--- config.mk ---
export PLATFORM = sky130hd
export DESIGN_NAME = mixer_lo_sequencer_flat
export DESIGN_NICKNAME = d
export VERILOG_FILES = /design/src/rtl/mixer_lo_sequencer_if.sv /design/src/rtl/mixer_lo_sequencer.sv /design/src/flat_wrapper.sv
export SDC_FILE = /design/constraint.sdc
export NUM_CORES = 1
export LEC_CHECK = 0
export CORE_MARGIN = 5
export CORE_UTILIZATION = 34
export DETAILED_ROUTE_END_ITERATION = 8
export DONT_BUFFER_PORTS = 1
export HOLD_SLACK_MARGIN = 0.06
export MAX_ROUTING_LAYER = met4
export PLACE_DENSITY = 0.52
export SLEW_MARGIN = 25
export SYNTH_ARGS = -nofsm -noshare
export SYNTH_HDL_FRONTEND = slang
export SYNTH_SLANG_ARGS = --single-unit
--- constraint.sdc ---
create_clock -name clock -period 3.8 [get_ports clock]
set_input_delay 0.76 -clock clock [delete_from_list [all_inputs] [get_ports clock]]
set_output_delay 0.76 -clock clock [all_outputs]
set_load 0.05 [all_outputs]
--- src/rtl/mixer_lo_sequencer_if.sv ---
// Configuration handshake between the control plane and the LO sequencer.
// The control plane drives the request as master; the sequencer answers with cfg_ready.
interface mixer_lo_sequencer_if #(
   parameter int unsigned PHASE_W = 16
);
   logic               cfg_valid;
   logic               cfg_ready;
   logic               cfg_enable;
   logic [PHASE_W-1:0] cfg_step;
   logic [PHASE_W-1:0] cfg_phase;

   modport master (
      output cfg_valid, cfg_enable, cfg_step, cfg_phase,
      input  cfg_ready
   );

   modport slave (
      input  cfg_valid, cfg_enable, cfg_step, cfg_phase,
      output cfg_ready
   );
endinterface

--- src/rtl/mixer_lo_sequencer.sv ---
// Tri-level quadrature LO sequencer: an NCO decoded into {+1, 0, -1} I/Q codes for the mixer.
// Retunes and stops requested while running are deferred to the next phase wrap.
module mixer_lo_sequencer #(
   parameter int unsigned PHASE_W = 16
) (
   input  logic                         clock,
   input  logic                         reset,
   input  logic                         sample_en_i,
   mixer_lo_sequencer_if.slave          cfg,
   output logic [1:0]                   lo_i_o,
   output logic [1:0]                   lo_q_o,
   output logic                         wrap_o,
   output logic                         running_o
);

   typedef enum logic [1:0] {StIdle, StRun, StPend} state_e;

   state_e             state_q;
   logic [PHASE_W-1:0] acc_q;
   logic [PHASE_W-1:0] step_q;
   logic [PHASE_W-1:0] pend_step_q;
   logic               pend_en_q;
   logic [1:0]         lo_i_q;
   logic [1:0]         lo_q_q;
   logic               wrap_q;
   logic               running_q;

   logic [PHASE_W:0]   sum;
   logic               carry;
   logic               pend_fire;

   // Codes: 01 = +1, 10 = -1, 00 = 0, selected by the top three phase bits.
   function automatic logic [1:0] cos_code(input logic [PHASE_W-1:0] phase);
      logic [2:0] oct;
      oct = phase[PHASE_W-1 -: 3];
      case (oct)
         3'd7, 3'd0: cos_code = 2'b01;
         3'd3, 3'd4: cos_code = 2'b10;
         default:    cos_code = 2'b00;
      endcase
   endfunction

   function automatic logic [1:0] sin_code(input logic [PHASE_W-1:0] phase);
      logic [2:0] oct;
      oct = phase[PHASE_W-1 -: 3];
      case (oct)
         3'd1, 3'd2: sin_code = 2'b01;
         3'd5, 3'd6: sin_code = 2'b10;
         default:    sin_code = 2'b00;
      endcase
   endfunction

   always_comb begin
      sum       = {1'b0, acc_q} + {1'b0, step_q};
      carry     = sum[PHASE_W];
      // A zero step never wraps, so the pending config must not wait for one.
      pend_fire = carry || (step_q == '0);
      cfg.cfg_ready = (state_q != StPend);
   end

   always_ff @(posedge clock) begin
      if (reset) begin
         state_q     <= StIdle;
         acc_q       <= '0;
         step_q      <= '0;
         pend_step_q <= '0;
         pend_en_q   <= 1'b0;
         lo_i_q      <= 2'b00;
         lo_q_q      <= 2'b00;
         wrap_q      <= 1'b0;
         running_q   <= 1'b0;
      end else begin
         wrap_q <= 1'b0;
         unique case (state_q)
            StIdle: begin
               if (cfg.cfg_valid && cfg.cfg_enable) begin
                  acc_q     <= cfg.cfg_phase;
                  step_q    <= cfg.cfg_step;
                  lo_i_q    <= cos_code(cfg.cfg_phase);
                  lo_q_q    <= sin_code(cfg.cfg_phase);
                  running_q <= 1'b1;
                  state_q   <= StRun;
               end
            end
            StRun: begin
               if (sample_en_i) begin
                  acc_q  <= sum[PHASE_W-1:0];
                  lo_i_q <= cos_code(sum[PHASE_W-1:0]);
                  lo_q_q <= sin_code(sum[PHASE_W-1:0]);
                  wrap_q <= carry;
               end
               if (cfg.cfg_valid) begin
                  pend_step_q <= cfg.cfg_step;
                  pend_en_q   <= cfg.cfg_enable;
                  state_q     <= StPend;
               end
            end
            StPend: begin
               if (sample_en_i) begin
                  acc_q  <= sum[PHASE_W-1:0];
                  lo_i_q <= cos_code(sum[PHASE_W-1:0]);
                  lo_q_q <= sin_code(sum[PHASE_W-1:0]);
                  wrap_q <= carry;
                  if (pend_fire) begin
                     if (pend_en_q) begin
                        step_q  <= pend_step_q;
                        state_q <= StRun;
                     end else begin
                        lo_i_q    <= 2'b00;
                        lo_q_q    <= 2'b00;
                        running_q <= 1'b0;
                        state_q   <= StIdle;
                     end
                  end
               end
            end
            default: state_q <= StIdle;
         endcase
      end
   end

   assign lo_i_o    = lo_i_q;
   assign lo_q_o    = lo_q_q;
   assign wrap_o    = wrap_q;
   assign running_o = running_q;

endmodule

--- src/flat_wrapper.sv ---
// flat-port wrapper written by rule: the top's interface ports become plain ports
module mixer_lo_sequencer_flat 
#(
   parameter int unsigned PHASE_W = 16
)
  (clock, reset, sample_en_i, lo_i_o, lo_q_o, wrap_o, running_o, cfg_cfg_valid, cfg_cfg_enable, cfg_cfg_step, cfg_cfg_phase, cfg_cfg_ready);
  mixer_lo_sequencer_if #(.PHASE_W(PHASE_W)) cfg_i ();
  input  logic clock;
  input  logic reset;
  input  logic sample_en_i;
  output logic [1:0] lo_i_o;
  output logic [1:0] lo_q_o;
  output logic wrap_o;
  output logic running_o;
  input wire logic [$bits(cfg_i.cfg_valid)-1:0] cfg_cfg_valid;
  input wire logic [$bits(cfg_i.cfg_enable)-1:0] cfg_cfg_enable;
  input wire logic [$bits(cfg_i.cfg_step)-1:0] cfg_cfg_step;
  input wire logic [$bits(cfg_i.cfg_phase)-1:0] cfg_cfg_phase;
  output wire logic [$bits(cfg_i.cfg_ready)-1:0] cfg_cfg_ready;
  assign cfg_i.cfg_valid = cfg_cfg_valid;
  assign cfg_i.cfg_enable = cfg_cfg_enable;
  assign cfg_i.cfg_step = cfg_cfg_step;
  assign cfg_i.cfg_phase = cfg_cfg_phase;
  assign cfg_cfg_ready = cfg_i.cfg_ready;
  mixer_lo_sequencer #(.PHASE_W(PHASE_W)) u_core (.clock(clock), .reset(reset), .sample_en_i(sample_en_i), .cfg(cfg_i), .lo_i_o(lo_i_o), .lo_q_o(lo_q_o), .wrap_o(wrap_o), .running_o(running_o));
endmodule
==> impl_results.md, run 1 <==
* Most frequent CP cell: ha_1
* Crit path cell chain: ha_1 > fa_1 > a21o_1 > and3_1 > o21ai_2 > nand2_2 > a31oi_4 > xnor2_1 > ha_1 > o21ba_1 > nor4b_2 > o221a_1
* Combinational power share at 0.539
* Setup TNS at 0 ns
* Clk_lat worst skew at 0.34 ns
* Gpl congestion at 0.804
* Root Driver: clkbuf_8
* Layout cell share with drive strength beyond 1 at 0.0856
* Initial Util at 0.344
* Syn nets at 478
* Final hold vios at 0
* Post-cts sizing count at 0
* Diodes inserted at 0
* DRT Pass-1 Iters at 4
* Final period util at 0.821
* Relative slew slack at 0.404
* Cts bufs inserted at 9
* Postcts setup bufs at 0
* GRT Overall Usage at 0.138
* PwrDens at 860 mW/mm^2
* CTS tree: yes
* Clk_skew at 0.00976 ns
* Wirelength, routed at 8260 um
* Largest net degree at the start of global routing at 55
* Dpl hpwl at 6090 um
* YS warnings at 0
* Hold-fix buffers, CTS at 0
* Pins Over Slew Limit at 0
* Clk slew on worst S/H paths at 0.07 ns
* First-pass GRT wire length at 13600 um
* Arrival @ worst endpoint at 3.40 ns
* Crit-path max FO at 12
* Critical path class: reg -> reg
* Mapped Cells at 414
* Max clock buf depth at 2
* Internal Power at 0.00177 W
* Initial antenna violation count at 0
* Worst Path Required at 4.08 ns
* CP max-delay cell: fa_1
* Post-synth top cells: 57 x dfxtp_1, 46 x nand2_1, 44 x nor2_1, 35 x mux2i_1, 34 x a21oi_1
* RSZ-0062 raised after global routing: false
* I/O pin count at 44
* Max frequency at 0.321 GHz
* Worst Hold Class: reg -> reg
* Status: completed
* Vias/cell at 5.21
* CP peak stage delay at 0.46 ns
* Peak supply drop at 242 uV
* Clock Power Share at 0.152
* Grt ovf at 0
* Top_reg_cell synth: dfxtp_1
* Leakage power at 1.42 nW
* Max cap viols at 0
* Row count at 37
* Die area at 0.0125 mm^2
* Detail Route Antenna Nets at 0
* Top-area cell type share of the netlist area at 0.324
* Place WS at 0.703 ns
* Nets at 468
* # setup viols final at 0
* Post-synthesis sequential area ratio at 0.324
* EDFF count, synth at 0
* Most common cell in the netlist: dfxtp_1
* Syn_area_per_cell at 8.51 um^2
* Tmin final at 3.12 ns
* Synth cell types at 54
* Post-Syn Area at 0.00352 mm^2
* Fraction of synthesis flops using an asynchronous set or reset pin at 0
* Buffers on Ports at 0
* Via count at 2837
* Design Power at 0.00327 W
* Synth area leaders: dfxtp_1 32%, mux2i_1 9.9%, ha_1 9.2%
* Number of synthesized register bits at 57
* Sequential fraction of design power at 0.310
* Total number of H-tree levels at 3
* Worst setup EP type: flop
* Min setup slack post-route at 0.680 ns
* Vias in the first global route at 2698
* DRC viols at 0
* Die Ht at 112 um
* CP startpoint kind: flop
* Routed len/inst at 15.1 um
* Switching pwr at 0.00150 W
* Largest area contributor in the netlist: dfxtp_1
* Clk sinks at 57
* Switch share at 0.458
* Die X at 112 um
* Initial DRC count at 108
* Worst-Margin Slew at 0.887 ns
* P&R area growth vs syn at 7.88%
* Core region area at 0.0102 mm^2
-- registers in the layout (all words and copies together), names as in the netlist --
register            count
u_core.acc_q           16
u_core.pend_step_q     16
u_core.step_q          16
u_core.lo_i_o           2
u_core.lo_q_o           2
u_core.state_q          2
u_core.pend_en_q        1
u_core.running_o        1
u_core.wrap_o           1
-- worst max-delay path, delay by kind of cell, from the launching register on --
family          cells  cell delay (ns)
xor+xnor            1             0.22
flops               1             0.33
fa+ha+maj           3             0.89
compound gates      5             1.03
simple gates        3             0.57
-- power by group through the flow --
stage | logic [W] | clock network (W) | registers [W]
after detailed placement | 0.00177 | 0 | 0.00103
after global placement | 0.00174 | 0 | 0.00102
after CTS | 0.00178 | 0.000513 | 0.00101
after floorplan | 0.00149 | 0 | 0.000969
final | 0.00176 | 0.000496 | 0.00101
after global routing | 0.00198 | 0.000544 | 0.00104
-- cell families after synthesis --
family / after synthesis / share of synthesized area
adders and majority gates: 27 / 0.0980
buffers and inverters: 36 / 0.0405
xor gates and xnor gates: 14 / 0.0348
muxes: 35 / 0.0994
DFF: 57 / 0.324
AOI/OAI and AO/OA: 114 / 0.227
and+or+nand+nor: 131 / 0.177
-- cell type report --
| cell class | count | area, um^2 |
|---|---|---|
| clock buffers | 9 | 124 |
| clock inverters | 7 | 47.5 |
| fillers | 1062 | 6430 |
| inverters | 11 | 41.3 |
| multi-input cells | 321 | 2250 |
| flip-flops and latches | 57 | 1140 |
| well taps | 136 | 170 |
| repair buffers | 4 | 30.0 |
-- cell usage in the layout (no fill, tap or decap), types with 2 or more instances in the layout --
master	netlist	layout
nor4b_1	2	2
clkinvlp_4	0	2
nor2b_1	4	3
a21o_1	6	6
clkinv_4	0	2
dfxtp_1	57	57
ha_1	26	26
nor3b_2	2	2
clkbuf_8	0	9
clkinv_2	0	3
nand4_1	4	4
a31oi_4	2	2
nor4_1	6	6
nand2_1	46	46
inv_1	10	10
nand2b_1	3	3
and3_1	4	4
xnor2_1	11	11
o221a_1	3	3
o21ai_0	9	9
mux2i_1	35	35
o21ai_1	3	3
buf_4	1	4
nor3b_1	3	3
o21a_1	2	2
nor3_1	5	4
a211oi_1	33	33
nor2_1	44	44
a21oi_1	34	34
a21boi_0	2	2
and2_1	2	2
xor2_1	3	3
a31oi_1	4	4
o211ai_1	2	2
o21bai_1	2	2
-- metal layers --
layer,routed length [um],vias to the layer above,global-route usage
met5,0,-,-
met4,100,0,0.0446
met3,358,10,0.0359
met2,3950,40,0.226
met1,3850,1311,0.166
li1,-,1476,-
-- through the flow --
stage / hold WS, ns / instances / instance area, um^2 / util
2_1_floorplan: 0.436 / 414 / 3520 / -
3_3_place_gp: 0.435 / 529 / 3630 / 0.355
3_5_place_dp: 0.440 / 529 / 3630 / 0.355
4_1_cts: 0.451 / 545 / 3800 / 0.372
5_1_grt: 0.468 / 545 / 3800 / 0.372
6_report: 0.449 / 545 / 3800 / 0.372
-- final timing paths --
path | slack (ns) | from | end | depth (start not counted)
hold reg to reg | 0.45 | u_core.pend_step_q[1] | u_core.pend_step_q[1] | 2
setup / recovery | 0.68 | u_core.step_q[0] | u_core.lo_q_o[1] | 12
setup reg to reg | 0.68 | u_core.step_q[0] | u_core.lo_q_o[1] | 12
hold / removal | 0.45 | u_core.pend_step_q[1] | u_core.pend_step_q[1] | 2
(Power assumes the default switching activity.)
==> run 2, diff against run 1 <==
--- a/config.mk
+++ b/config.mk
@@ -11,7 +11,7 @@
 export DONT_BUFFER_PORTS = 1
 export HOLD_SLACK_MARGIN = 0.06
 export MAX_ROUTING_LAYER = met4
-export PLACE_DENSITY = 0.52
+export PLACE_DENSITY = 0.54
 export SLEW_MARGIN = 25
 export SYNTH_ARGS = -nofsm -noshare
 export SYNTH_HDL_FRONTEND = slang
==> constraint.sdc (replaced) <==
create_clock -name clock -period 2.55 [get_ports clock]
set_input_delay 0.51 -clock clock [delete_from_list [all_inputs] [get_ports clock]]
set_output_delay 0.51 -clock clock [all_outputs]
set_load 0.05 [all_outputs]
==> run 2 against run 1 <==
The run now ends with setup timing left. Die area stayed put. Clock skew grew 0.0035 ns. Worst setup slack lost 0.80 ns. Sequential share of layout area shrank 5.2 points. Cell area increased by 22%. Critical endpoint unchanged. Highest routed layer unchanged.
==> impl_results.md, run 2 (synthesis results as in run 1) <==
* CP startpoint kind: flop
* Clock Power Share at 0.134 (-0.018)
* Switch share at 0.421 (-0.0375)
* Worst setup EP type: flop
* Commonest non-fill, non-tap cells in the layout: 56 x buf_4, 46 x nand2_1, 46 x dfxtp_1, 35 x nor2_1, 35 x mux2i_1
* Hold-fix buffers, CTS at 0 (unchanged)
* Biggest regs: u_core.acc_q (16), u_core.pend_step_q (16), u_core.step_q (16)
* CTS tree: yes
* Initial Util at 0.344 (unchanged)
* Clk sinks at 57 (unchanged)
* Root Driver: clkbuf_8
* First-pass GRT wire length at 15100 um (+11%)
* Max frequency at 0.374 GHz (+17%)
* Detail Route Antenna Nets at 0 (unchanged)
* RSZ-0062 raised after global routing: true
* Pins Over Slew Limit at 0 (unchanged)
* CP Launch Point: u_core.acc_q[4]
* Status: finished, violations left
* DRC viols at 0 (unchanged)
* Leakage power at 1.80 nW (+26%)
* Area occupied by multi-input gates at 0.00253 mm^2 (+13%)
* I/O pin count at 44 (unchanged)
* Initial antenna violation count at 0 (unchanged)
* Crit-path max FO at 7 (-5)
* Vias in the first global route at 3127 (+16%)
* Wire length on met1 at 4350 um (+13%)
* Diodes inserted at 0 (unchanged)
* Top layer in use: met4
* R2R Path Start: u_core.acc_q[4]
* Final hold vios at 0 (unchanged)
* Max cap viols at 0 (unchanged)
* Met2 WL at 4780 um (+21%)
* Routed len/inst at 15.8 um (+4.2%)
* Hold path startpoint: reset
* Clk slew on worst S/H paths at 0.07 ns (about the same)
* Failing checks: setup timing
* Design Power at 0.00635 W (+94%)
* Min setup slack post-route at -0.122 ns (-0.802 ns)
* Worst Path Required at 2.82 ns (-1.26 ns)
* Gpl congestion at 0.886 (+10%)
* Combinational power share at 0.618 (+0.079)
* Dpl hpwl at 6620 um (+8.7%)
* Vias/cell at 5.15 (-0.99%)
* Wirelength, routed at 9550 um (+16%)
* Die X at 112 um (unchanged)
* Cts bufs inserted at 9 (unchanged)
* Worst Hold Class: in -> reg
* Clk_skew at 0.0133 ns (+0.00352 ns)
* # setup viols final at 5 (+5)
* Grt ovf at 0 (unchanged)
* Max clock buf depth at 2 (unchanged)
* Buffers on Ports at 0 (unchanged)
* Initial DRC count at 117 (+8.3%)
* Row count at 37 (unchanged)
* Commonest non-fill, non-tap cell in the layout: buf_4
* Nets at 529 (+13%)
* Final period util at 1.05 (+0.227)
* Place WS at -0.225 ns (-0.928 ns)
* Worst-Margin Slew at 0.608 ns (-0.279 ns)
* GRT Overall Usage at 0.151 (+0.0130)
* Switching pwr at 0.00267 W (+78%)
* Critical path class: reg -> reg
* Tmin final at 2.67 ns (-0.448 ns)
* PwrDens at 1360 mW/mm^2 (+59%)
* Fill cells at 982 (-7.5%)
* Total number of H-tree levels at 3 (unchanged)
* P&R area growth vs syn at 32.1%
* Arrival @ worst endpoint at 2.95 ns (-0.45 ns)
* Clk_lat worst skew at 0.33 ns (about the same)
* Largest net degree at the start of global routing at 55 (unchanged)
* Layout cell share with drive strength beyond 1 at 0.320 (+0.234)
* Die area at 0.0125 mm^2 (unchanged)
* Peak supply drop at 442 uV (+83%)
* DRT Pass-1 Iters at 4 (unchanged)
* Core Util, Final at 0.455 (+0.0835)
* Relative slew slack at 0.595 (+0.190)
* Metal3 WL at 323 um (-9.8%)
* Via count at 3118 (+9.9%)
* Sequential fraction of design power at 0.248 (-0.062)
* Die Ht at 112 um (unchanged)
* Core region area at 0.0102 mm^2 (unchanged)
* Internal Power at 0.00368 W (+110%)
* FF+latch area at 0.00116 mm^2 (+1.4%)
[run 2: cell types whose count changed in the layout (fill, tap and decap cells not counted), moves of 5 or more]
cell	previous run	this run
dfxtp_2	0	10
a211oi_2	0	9
nor2_2	0	8
buf_4	4	56
ha_4	0	8
dfxtp_1	57	46
nor2_1	44	35
ha_1	26	17
a211oi_1	33	24
buf_6	0	6
a21oi_1	34	28
a21oi_2	1	6
[run 2: stage by stage]
stage          area [um^2]  cells  hold slack, ns  setup TNS [ns]
2_1_floorplan         3550    414           0.436         -0.0476
3_3_place_gp          4040    579           0.435          -0.391
3_5_place_dp          4040    579           0.441           -1.05
5_1_grt               4660    605           0.216           -1.70
4_1_cts               4430    598           0.224          -0.211
6_report              4660    605           0.246          -0.375
[run 2: cell type report]
type	instances	area share
Clock inverter	5	0.0121
Timing Repair Buffer	65	0.120
Tap cell	136	0.0365
Multi-Input combinational cell	321	0.544
Sequential cell	57	0.249
Inverter	11	0.00887
Clock buffer	10	0.0296
[run 2: what timing repair did]
item / 4_1_cts / 5_1_grt
buffers inserted: 4 / 4
gates resized for setup: 30 / 35
endpoints found under the setup margin: 21 / 25
pin swaps: 17 / 27
gates cloned: 0 / 3
[run 2: worst paths after layout]
check                           cells after the start  slack, ns                    end
worst max-delay path                               10      -0.12       u_core.lo_q_o[1]
worst min-delay path                                1       0.25        u_core.acc_q[0]
worst max register to register                     10      -0.12       u_core.lo_q_o[1]
worst min register to register                      2       0.45  u_core.pend_step_q[7]
[run 2: worst max-delay path, cell delays in order, from the launching register on]
cell,delay (ns)
dfxtp_2,0.34
ha_4,0.24
and2_4,0.15
a221o_2,0.43
a21oi_2,0.22
a31oi_4,0.12
a31oi_4,0.28
inv_2,0.09
ha_2,0.29
nor4b_2,0.26
o221a_1,0.21
[run 2: power groups by stage]
stage	clock network [W]	registers [W]	logic [W]
after floorplan	0	0.00145	0.00225
after detailed placement	0	0.00152	0.00332
after global routing	0.000919	0.00161	0.00433
after CTS	0.000872	0.00156	0.00357
after global placement	0	0.00151	0.00325
final	0.000851	0.00157	0.00393
[run 2: per-layer routing]
layer,vias up,global-route usage
li1,1599,-
met1,1468,0.183
met4,0,0.0470
met5,-,-
met3,8,0.0370
met2,43,0.248
==> run 3, diff against run 2 <==
==> constraint.sdc (replaced) <==
create_clock -name clock -period 2.55 [get_ports clock]
set_input_delay 0.1275 -clock clock [delete_from_list [all_inputs] [get_ports clock]]
set_output_delay 0.1275 -clock clock [all_outputs]
set_load 0.05 [all_outputs]
==> run 3 against run 2 <==
Combinational power is 7.6% higher. Fmax is 0.38% lower. First-iteration DRC count is 5.1% higher. Clock power is 3.5% lower. Critical path depth is 1 higher. Via count is 8.3% higher. Wire length is 5.0% higher. The run still ends with setup timing left.
==> impl_results.md, run 3 (synthesis results as in run 1) <==
* Status: finished, violations left
* Failing checks: setup timing
* Hold slack final at 0.0527 ns (-0.193 ns)
* Area occupied by multi-input gates at 0.00260 mm^2 (+2.6%)
* Total number of H-tree levels at 3 (unchanged)
* Nets at 570 (+7.8%)
* Peak supply drop at 526 uV (+19%)
* GRT Overall Usage at 0.158 (+0.00726)
* Biggest regs: u_core.acc_q (16), u_core.pend_step_q (16), u_core.step_q (16)
* CP max-delay cell: or3b_2
* Commonest non-fill, non-tap cells in the layout: 58 x buf_4, 46 x nand2_1, 43 x dfxtp_1, 36 x nor2_1, 35 x mux2i_1
* Detail Route Antenna Nets at 0 (unchanged)
* Die Ht at 112 um (unchanged)
* Placed cells at 580 (+0.17%)
* Worst setup EP type: flop
* DRT Pass-1 Iters at 4 (unchanged)
* Row count at 37 (unchanged)
* Wirelength, routed at 10000 um (+5.0%)
* CTS tree: yes
* Fill cells at 939 (-4.4%)
* Die area at 0.0125 mm^2 (unchanged)
* P&R area growth vs syn at 45.9%
* FF+latch area at 0.00116 mm^2 (+0.32%)
* Relative slew slack at 0.609 (+0.0144)
* PwrDens at 1290 mW/mm^2 (-5.2%)
* Grt ovf at 0 (unchanged)
* Gpl congestion at 0.859 (-3.0%)
* Clk slew on worst S/H paths at 0.08 ns (about the same)
* CP Launch Point: u_core.step_q[11]
* Commonest non-fill, non-tap cell in the layout: buf_4
* Dpl hpwl at 6630 um (+0.20%)
* Max frequency at 0.373 GHz (-0.38%)
* CP peak stage delay at 0.47 ns (+0.04 ns)
* Final Instance Area at 0.00514 mm^2 (+10%)
* Tmin final at 2.68 ns (+0.0102 ns)
* Initial antenna violation count at 0 (unchanged)
* Layout cell share with drive strength beyond 1 at 0.327 (+0.00698)
* Clk_skew at 0.0155 ns (+0.00220 ns)
* Cts bufs inserted at 9 (unchanged)
* Initial DRC count at 123 (+5.1%)
* Max cap viols at 0 (unchanged)
* I/O pin count at 44 (unchanged)
* Crit-path max FO at 10 (+3)
* R2R Path Start: u_core.step_q[11]
* CP startpoint kind: flop
* Clk_lat worst skew at 0.35 ns (+0.02 ns)
* DRC viols at 0 (unchanged)
* Pins Over Slew Limit at 0 (unchanged)
* First-pass GRT wire length at 15800 um (+4.9%)
* Buffers on Ports at 0 (unchanged)
* Initial Util at 0.344 (unchanged)
* Die X at 112 um (unchanged)
* Diodes inserted at 0 (unchanged)
* Largest net degree at the start of global routing at 52 (-5.5%)
* Final period util at 1.05 (+0.00401)
* Root Driver: clkbuf_8
* Vias in the first global route at 3325 (+6.3%)
* Hold path startpoint: cfg_cfg_step[2]
* Worst-Margin Slew at 0.587 ns (-0.0216 ns)
* Core region area at 0.0102 mm^2 (unchanged)
* Area of placed instances at 0.00405 mm^2 (+0.19%)
* Vias/cell at 5.22 (+1.3%)
* Final hold vios at 0 (unchanged)
* Crit path cell chain: ha_4 > nand4_1 > nor2_4 > o21ai_2 > nand2_2 > a31oi_4 > buf_6 > or3b_2 > a21o_1 > and3_1 > o31ai_2
* Worst Path Required at 2.82 ns (about the same)
* # setup viols final at 3 (-2)
* Worst Hold Class: in -> reg
* Leakage power at 1.99 nW (+11%)
* Clk sinks at 57 (unchanged)
* Via count at 3378 (+8.3%)
* Max clock buf depth at 2 (unchanged)
* Non-Filler Instances at 647 (+6.9%)
* RSZ-0062 raised after global routing: true
* Routed len/inst at 15.5 um (-1.8%)
* Min setup slack post-route at -0.132 ns (-0.0102 ns)
* Critical path class: reg -> reg
* Arrival @ worst endpoint at 2.95 ns (about the same)
run 3: layout make-up:
class                   instances  area share
clock buffers                   9      0.0241
clock inverters                 7      0.0119
inverters                      11     0.00803
multi-input cells             321       0.506
flip-flops and latches         57       0.226
well taps                     136      0.0331
repair buffers                106       0.191
run 3: path summary, 6_finish.rpt:
path                                              end  slack [ns]  cells after the start
worst max-delay path                 u_core.lo_i_o[1]       -0.13                     11
worst min-delay path                 u_core.step_q[2]        0.05                      2
worst max register to register       u_core.lo_i_o[1]       -0.13                     11
worst min register to register  u_core.pend_step_q[7]        0.46                      2
run 3: what timing repair did:
action	CTS	global route
hold buffers	35	0
endpoints found under the setup margin	21	25
resized for setup	24	62
endpoints found under the hold margin	52	0
buffers inserted	6	9
cloned	0	2
pin swaps	7	28
run 3: worst max-delay path, delay by kind of cell (launching register included):
family	cells	cell delay [ns]
and+or+nand+nor	5	1.22
AOI/OAI and AO/OA	4	0.57
DFF	1	0.37
adders and majority gates	1	0.28
buffers and inverters	1	0.15
run 3: per-layer routing:
layer  GRT usage  vias up  wire, um
li1            -     1682         -
met1       0.191     1639      4490
met2       0.271       45      5130
met3      0.0348       12       296
met4      0.0349        0       110
met5           -        -         0
run 3: per-stage QoR:
stage	utilization	setup WS [ns]	power, W	TNS, ns
finish	0.502	-0.132	0.00665	-0.283
global route	0.502	-0.249	0.00716	-1.92
CTS	0.464	-0.103	0.00597	-0.235
detailed placement	0.395	-0.198	0.00484	-1.25
global placement	0.395	-0.129	0.00476	-0.400
floorplan	-	-0.0476	0.00370	-0.0476
run 3: where the power goes:
group	internal [W]	switching [W]
Combinational	0.00219	0.00205
Clock	0.000371	0.000451
Sequential	0.00121	0.000383
